## src/rtl/tone_pkg.sv

```systemverilog
// Shared definitions for the multi-voice tone reader.
//   tone_state_t  : scan FSM states (also driven out on the debug port)
//   enable_bit()  : bit index of the voice enable flag inside a note word
//   period_width(): width of the half-period field below the enable flag
//   popcount()    : number of set bits in a voice bitmap (up to MAX_VOICES)
package tone_pkg;

  localparam int MAX_VOICES = 8;

  typedef enum logic [2:0] {
    ST_IDLE    = 3'd0,
    ST_ISSUE   = 3'd1,
    ST_WAIT    = 3'd2,
    ST_CAPTURE = 3'd3,
    ST_DONE    = 3'd4
  } tone_state_t;

  function automatic int enable_bit(input int data_width);
    return data_width - 1;
  endfunction

  function automatic int period_width(input int data_width);
    return data_width - 1;
  endfunction

  function automatic logic [3:0] popcount(input logic [MAX_VOICES-1:0] v);
    logic [3:0] c;
    c = '0;
    for (int i = 0; i < MAX_VOICES; i++) begin
      c = c + 4'(v[i]);
    end
    return c;
  endfunction

endpackage

```

## src/rtl/tone_voice.sv

```systemverilog
// One square-wave voice.
//   clock, reset : system clock, synchronous active-high reset
//   i_load       : one-cycle strobe, i_word is a freshly read note word
//   i_word       : note word (enable flag in the MSB, half-period below)
//   o_wave       : square wave, half-period = programmed P clocks
//   o_active     : voice is enabled with a non-zero period
module tone_voice
  import tone_pkg::*;
#(
  parameter int DATA_WIDTH = 16
) (
  input  logic                  clock,
  input  logic                  reset,
  input  logic                  i_load,
  input  logic [DATA_WIDTH-1:0] i_word,
  output logic                  o_wave,
  output logic                  o_active
);

  localparam int EN_BIT = enable_bit(DATA_WIDTH);
  localparam int PW     = period_width(DATA_WIDTH);
  localparam logic [PW-1:0] PER_ONE = PW'(1);

  logic [PW-1:0] r_pend_p;   // most recently read period
  logic [PW-1:0] r_per;      // period of the half-cycle in progress
  logic [PW-1:0] r_cnt;
  logic          r_active;
  logic          r_wave;

  logic [PW-1:0] w_word_p;
  logic          w_word_en;

  assign w_word_p  = i_word[PW-1:0];
  assign w_word_en = i_word[EN_BIT] && (w_word_p != '0);

  always_ff @(posedge clock) begin
    if (reset) begin
      r_pend_p <= '0;
      r_per    <= '0;
      r_cnt    <= '0;
      r_active <= 1'b0;
      r_wave   <= 1'b0;
    end else begin
      if (i_load) r_pend_p <= w_word_p;
      if (i_load && !w_word_en) begin
        r_active <= 1'b0;
        r_wave   <= 1'b0;
        r_cnt    <= '0;
      end else if (i_load && !r_active) begin
        // Fresh start: low phase begins with counter at 0.
        r_active <= 1'b1;
        r_per    <= w_word_p;
        r_cnt    <= '0;
        r_wave   <= 1'b0;
      end else if (r_active) begin
        if (r_cnt == r_per - PER_ONE) begin
          // A new period is picked up only here, so no half-cycle is cut short.
          // A load on this same edge is seen from the next toggle on.
          r_wave <= ~r_wave;
          r_cnt  <= '0;
          r_per  <= r_pend_p;
        end else begin
          r_cnt <= r_cnt + PER_ONE;
        end
      end
    end
  end

  assign o_wave   = r_wave;
  assign o_active = r_active;

endmodule

```

## src/rtl/multi_voice_tone_reader.sv

```systemverilog
// Polls NUM_VOICES note words from shared RAM port B and plays them as square
// waves, plus a 1-bit sigma-delta mix of all active waves.
//   clock, reset  : system clock, synchronous active-high reset
//   ram_addr      : port-B read address (BASE_ADDR + voice index)
//   ram_rd        : read strobe, high for exactly one cycle per word
//   ram_data      : read data, valid RAM_LATENCY clocks after the strobe
//   voice_wave    : per-voice square waves
//   voice_active  : per-voice enable bitmap
//   mix_out       : sigma-delta mix, duty = active high waves / NUM_VOICES
//   scan_done     : one-cycle pulse after every completed scan
//   dbg_state     : current scan FSM state
// RAM handshake: there is no ready; a read is a single-cycle ram_rd with
// ram_addr held, and the RAM guarantees ram_data on the edge RAM_LATENCY
// clocks after the edge that sampled ram_rd.
module multi_voice_tone_reader
  import tone_pkg::*;
#(
  parameter int                    NUM_VOICES     = 4,
  parameter int                    ADDR_WIDTH     = 16,
  parameter int                    DATA_WIDTH     = 16,
  parameter logic [ADDR_WIDTH-1:0] BASE_ADDR      = 'h0400,
  parameter int                    RAM_LATENCY    = 1,
  parameter int                    REFRESH_CYCLES = 1024
) (
  input  logic                  clock,
  input  logic                  reset,
  output logic [ADDR_WIDTH-1:0] ram_addr,
  output logic                  ram_rd,
  input  logic [DATA_WIDTH-1:0] ram_data,
  output logic [NUM_VOICES-1:0] voice_wave,
  output logic [NUM_VOICES-1:0] voice_active,
  output logic                  mix_out,
  output logic                  scan_done,
  output tone_state_t           dbg_state
);

  localparam int IDX_W = (NUM_VOICES > 1) ? $clog2(NUM_VOICES) : 1;
  localparam int RC_W  = $clog2(REFRESH_CYCLES);
  localparam int ACC_W = $clog2(NUM_VOICES) + 2;
  localparam logic [IDX_W-1:0] LAST_IDX  = IDX_W'(NUM_VOICES - 1);
  localparam logic [RC_W-1:0]  RC_LAST   = RC_W'(REFRESH_CYCLES - 1);
  localparam logic [1:0]       WAIT_INIT = 2'((RAM_LATENCY > 1) ? RAM_LATENCY - 2 : 0);
  localparam logic [ACC_W-1:0] ACC_N     = ACC_W'(NUM_VOICES);

  tone_state_t           r_state, w_next_state;
  logic [IDX_W-1:0]      r_idx, w_next_idx;
  logic [1:0]            r_wait, w_next_wait;
  logic [RC_W-1:0]       r_refresh;
  logic [ADDR_WIDTH-1:0] r_ram_addr;
  logic                  r_ram_rd;
  logic                  r_scan_done;
  logic [ACC_W-1:0]      r_acc;
  logic                  r_mix;

  logic                  w_tick;
  logic [NUM_VOICES-1:0] w_load;
  logic [NUM_VOICES-1:0] w_wave;
  logic [NUM_VOICES-1:0] w_active;
  logic [3:0]            w_sum;
  logic [ACC_W-1:0]      w_a;
  logic                  w_mix;

  // The counter sits at 0 right after reset, so the first scan starts at once.
  // Ticks seen outside IDLE are simply ignored by the FSM.
  assign w_tick = (r_refresh == '0);

  always_ff @(posedge clock) begin
    if (reset) r_refresh <= '0;
    else if (r_refresh == RC_LAST) r_refresh <= '0;
    else r_refresh <= r_refresh + RC_W'(1);
  end

  always_comb begin
    w_next_state = r_state;
    w_next_idx   = r_idx;
    w_next_wait  = r_wait;
    case (r_state)
      ST_IDLE: if (w_tick) w_next_state = ST_ISSUE;
      ST_ISSUE: begin
        if (RAM_LATENCY == 1) begin
          w_next_state = ST_CAPTURE;
        end else begin
          w_next_state = ST_WAIT;
          w_next_wait  = WAIT_INIT;
        end
      end
      ST_WAIT: begin
        if (r_wait == 2'd0) w_next_state = ST_CAPTURE;
        else w_next_wait = r_wait - 2'd1;
      end
      ST_CAPTURE: begin
        if (r_idx == LAST_IDX) begin
          w_next_state = ST_DONE;
        end else begin
          w_next_idx   = r_idx + IDX_W'(1);
          w_next_state = ST_ISSUE;
        end
      end
      ST_DONE: begin
        w_next_idx   = '0;
        w_next_state = ST_IDLE;
      end
      default: w_next_state = ST_IDLE;
    endcase
  end

  always_ff @(posedge clock) begin
    if (reset) begin
      r_state     <= ST_IDLE;
      r_idx       <= '0;
      r_wait      <= '0;
      r_ram_addr  <= BASE_ADDR;
      r_ram_rd    <= 1'b0;
      r_scan_done <= 1'b0;
    end else begin
      r_state     <= w_next_state;
      r_idx       <= w_next_idx;
      r_wait      <= w_next_wait;
      // Registered from next-state so the strobe lines up with ISSUE.
      r_ram_rd    <= (w_next_state == ST_ISSUE);
      if (w_next_state == ST_ISSUE) r_ram_addr <= BASE_ADDR + ADDR_WIDTH'(w_next_idx);
      // Pulse lands in the cycle after DONE.
      r_scan_done <= (r_state == ST_DONE);
    end
  end

  for (genvar gi = 0; gi < NUM_VOICES; gi++) begin : g_voice
    assign w_load[gi] = (r_state == ST_CAPTURE) && (r_idx == IDX_W'(gi));
    tone_voice #(.DATA_WIDTH(DATA_WIDTH)) u_voice (
      .clock    (clock),
      .reset    (reset),
      .i_load   (w_load[gi]),
      .i_word   (ram_data),
      .o_wave   (w_wave[gi]),
      .o_active (w_active[gi])
    );
  end

  // First-order sigma-delta; acc stays below NUM_VOICES so the duty is exact.
  assign w_sum = popcount(MAX_VOICES'(w_wave & w_active));
  assign w_a   = r_acc + ACC_W'(w_sum);
  assign w_mix = (w_a >= ACC_N);

  always_ff @(posedge clock) begin
    if (reset) begin
      r_acc <= '0;
      r_mix <= 1'b0;
    end else begin
      r_mix <= w_mix;
      r_acc <= w_mix ? (w_a - ACC_N) : w_a;
    end
  end

  assign ram_addr     = r_ram_addr;
  assign ram_rd       = r_ram_rd;
  assign scan_done    = r_scan_done;
  assign voice_wave   = w_wave;
  assign voice_active = w_active;
  assign mix_out      = r_mix;
  assign dbg_state    = r_state;

endmodule
```

## config.mk

```make
export PLATFORM = sky130hd
export DESIGN_NAME = multi_voice_tone_reader
export DESIGN_NICKNAME = d
export VERILOG_FILES = /design/src/rtl/tone_pkg.sv /design/src/rtl/tone_voice.sv /design/src/rtl/multi_voice_tone_reader.sv
export SDC_FILE = /design/constraint.sdc
export NUM_CORES = 1
export LEC_CHECK = 0
export ABC_CLOCK_PERIOD_IN_PS = 3300
export BUFFER_PORTS_ARGS = -buffer_cell sky130_fd_sc_hd__buf_4
export CAP_MARGIN = 20
export CORE_UTILIZATION = 50
export DETAILED_ROUTE_END_ITERATION = 10
export GPL_ROUTABILITY_DRIVEN = 1
export MAX_ROUTING_LAYER = met4
export PLACE_DENSITY = 0.7
export SYNTH_ARGS = -nofsm -noshare
export SYNTH_HDL_FRONTEND = slang
export SYNTH_SLANG_ARGS = --single-unit
```

## constraint.sdc

```tcl
create_clock -name clock -period 3.3 [get_ports clock]
set_input_delay 0.99 -clock clock [delete_from_list [all_inputs] [get_ports clock]]
set_output_delay 0.99 -clock clock [all_outputs]
set_load 0.1 [all_outputs]
```

==> impl_metrics.env <==
export IMPL_status="complete, no violations"
export IMPL_finalCritPeriodShare=0.949
export IMPL_yosys_area_top_type="dfxtp_1"
export IMPL_netlist_area_um2=11500
export IMPL_gp_congestion=0.874
export IMPL_slew_headroom=0.617
export IMPL_muxShareOfSynthArea=0.0474
export IMPL_clk_pin_slew_ps=60
export IMPL_cts_tree="done"
export IMPL_clock_skew_final_ps=12.9
export IMPL_routed_wl_mm=26.6
export IMPL_endpoint_kind="register"
export IMPL_dp_hpwl_mm=18.6
export IMPL_initial_core_util=0.509
export IMPL_synth_compound_area_frac=0.168
export IMPL_synth_fa_ha_area_frac=0.0183
export IMPL_synth_top_area_frac=0.373
export IMPL_clock_latency_ps=510
export IMPL_peakVddDrop_v=0.000408
export IMPL_finalSetupViolations=0
export IMPL_worst_pin_slew_ps=569
export IMPL_synthTopCellsByArea="dfxtp_1, xnor2_1, xor2_1"
export IMPL_antenna_found_initial=0
export IMPL_ys_flop_type="dfxtp_1"
export IMPL_drc_errors=0
export IMPL_areaGrowthSynthToFinish_pct=10.7
export IMPL_ys_warn_count=0
export IMPL_cts_sinks=214
export IMPL_final_layout_size_suffix_gt1_frac=0.131
export IMPL_grt_max_degree=43
export IMPL_final_nets=1399
export IMPL_fin_crit_ps=3130
export IMPL_avgSynthCellArea_um2=8.41
export IMPL_required_ps=3720
export IMPL_place_ws_ps=137
export IMPL_yosysUniqueCellTypes=85
export IMPL_synth_enable_flop_cells=0
export IMPL_maxCapViolations=0
export IMPL_yosysSeqAreaShare=0.373
export IMPL_yosys_area_share_simple=0.226
export IMPL_async_reset_ff_frac=0
export IMPL_antenna_cells=0
export IMPL_timing_fmax_mhz=319
export IMPL_drtAntennaViolNets=0
export IMPL_die_h_um=154
export IMPL_hold_path_class="register to register"
export IMPL_dr_first_iter_drc_count=583
export IMPL_synth_top_family_by_area="simple AND/OR/NAND/NOR gates"
export IMPL_cts_root_buf="clkbuf_16"
export IMPL_final_cell_count_no_fill=1665
export IMPL_cts_hold_buf=0
export IMPL_row_count=55
export IMPL_dp_cells=1622
export IMPL_tns_ps=0
export IMPL_syn_inst=1367
export IMPL_first_pass_iters=5
export IMPL_setup_ws_ps=167
export IMPL_io_buffers=33
export IMPL_grt_pass1_vias=8568
export IMPL_ios=48
export IMPL_grt_remaining_overflow=0
export IMPL_dieArea_um2=23600
export IMPL_finalHoldViolCount=0
export IMPL_via_count=9507
export IMPL_coreArea_um2=22600
export IMPL_cts_htree_levels=1
export IMPL_pwr_density_cell_nw_per_um2=485
export IMPL_leakagePower_uw=0.00465
export IMPL_cts_buffers=23
export IMPL_worst_setup_path_type="register to register"
export IMPL_die_width_um=154
export IMPL_grt_usage=0.230
export IMPL_crit_fanout=7
export IMPL_routedWlPerCell_um=16.0
export IMPL_worstPathArrival_ps=3560
export IMPL_synth_seq_cells=214
export IMPL_slew_viol_final=0
export IMPL_via_per_inst=5.71
export IMPL_utilization=0.564
export IMPL_clock_path_buffers=3
export IMPL_synth_xor_area_share=0.105
export IMPL_grt_pass1_wl_mm=43.7
export IMPL_startpoint_type="register"
==> critical path, stage by stage (launching register included) <==
cell	delay, ps
dfxtp_1	370
inv_1	110
ha_1	250
or4b_1	560
nor4_2	260
xnor2_1	100
or3_1	440
a2111oi_4	310
buf_4	170
o21bai_2	180
a221oi_2	300
==> synth_stat cells, types with 15 or more instances <==
library cell,number
buf_4,26
xnor2_1,70
nand4_1,23
a211oi_1,44
xor2_1,68
nand3_1,32
nor3_1,43
dfxtp_1,214
a21oi_1,87
o221a_2,15
or2_2,21
o21ai_0,22
mux2i_1,51
nor2b_1,33
nor2_1,131
nor4_1,20
nand2_1,149
a311oi_1,17
clkbuf_1,78
inv_1,42
==> metrics by stage <==
step	total power (uW)	hold slack, ps	cell area (um2)
after floorplan	3430	436	11500
after global placement	3600	441	11900
after detailed placement	3610	446	11900
after CTS	6210	454	12700
after global routing	6410	469	12700
final	6170	453	12700
==> flip-flops by register name (all words and copies together) (netlist names), 2 cells and up <==
| register | count |
|---|---|
| g_voice.u_voice.r_per | 60 |
| r_acc | 4 |
| g_voice.u_voice.o_active | 4 |
| r_idx | 2 |
| g_voice.u_voice.r_cnt | 60 |
| ram_addr | 2 |
| g_voice.u_voice.r_pend_p | 60 |
| r_refresh | 10 |
| g_voice.u_voice.o_wave | 4 |
| r_wait | 2 |
| dbg_state | 3 |
==> layer usage <==
metal  track usage  part of all wire  routed length, um  up-vias
met5             -                 0                  0        -
met4        0.0871             0.035                939        0
met1         0.308              0.48              12700     4476
li1              -                 -                  -     4781
met2         0.349              0.44              11800      188
met3        0.0333             0.042               1120       62
==> path summary, 6_finish.rpt <==
check | slack [ps] | cells past startpoint | start | end
max | 170 | 10 | g_voice[2].u_voice.r_per[0]$_SDFFE_PP0P_ | g_voice[2].u_voice.r_per[5]$_SDFFE_PP0P_
min | 450 | 2 | g_voice[0].u_voice.r_pend_p[0]$_SDFFE_PP0P_ | g_voice[0].u_voice.r_pend_p[0]$_SDFFE_PP0P_
max reg2reg | 170 | 10 | g_voice[2].u_voice.r_per[0]$_SDFFE_PP0P_ | g_voice[2].u_voice.r_per[5]$_SDFFE_PP0P_
min reg2reg | 450 | 2 | g_voice[0].u_voice.r_pend_p[0]$_SDFFE_PP0P_ | g_voice[0].u_voice.r_pend_p[0]$_SDFFE_PP0P_
==> kinds of logic after synthesis <==
kind of cell | Yosys count
DFF | 214
muxes | 54
AOI/OAI and AO/OA | 259
adders and majority gates | 15
and+or+nand+nor | 526
buffers and inverters | 159
xor gates and xnor gates | 138
other | 2
==> power breakdown <==
part           switching (uW)  leakage (uW)  total [uW]  internal (uW)
Clock                    1030      0.000364        2610           1580
Sequential               64.4       0.00173        2700           2640
Combinational             564       0.00256         864            300
==> final cells by class <==
type | instances | area (um2)
well taps | 285 | 357
clock buffers | 33 | 643
flip-flops and latches | 214 | 4290
repair buffers | 77 | 598
inverters | 43 | 161
multi-input cells | 1007 | 6570
clock inverters | 6 | 108
fillers | 2077 | 9850
==> layout by cell type, fill, tap and decap left out, types with 19 or more instances in the layout <==
cell / netlist / routed
dfxtp_1: 214 / 213
nand2_1: 149 / 149
nor2_1: 131 / 131
a21oi_1: 87 / 87
buf_4: 26 / 75
xnor2_1: 70 / 70
xor2_1: 68 / 68
mux2i_1: 51 / 51
a211oi_1: 44 / 44
nor3_1: 43 / 43
inv_1: 42 / 42
nor2b_1: 33 / 33
nand3_1: 32 / 32
nand4_1: 23 / 23
clkbuf_16: 0 / 23
or2_2: 21 / 21
o21ai_0: 22 / 21
nor4_1: 20 / 19
==> repair_timing <==
item                                    4_1_cts  5_1_grt
endpoints found under the setup margin        0       30
setup buffers                                 0        2
gates resized for setup                       0        3
Note: power is estimated with default switching activity, not from simulation.
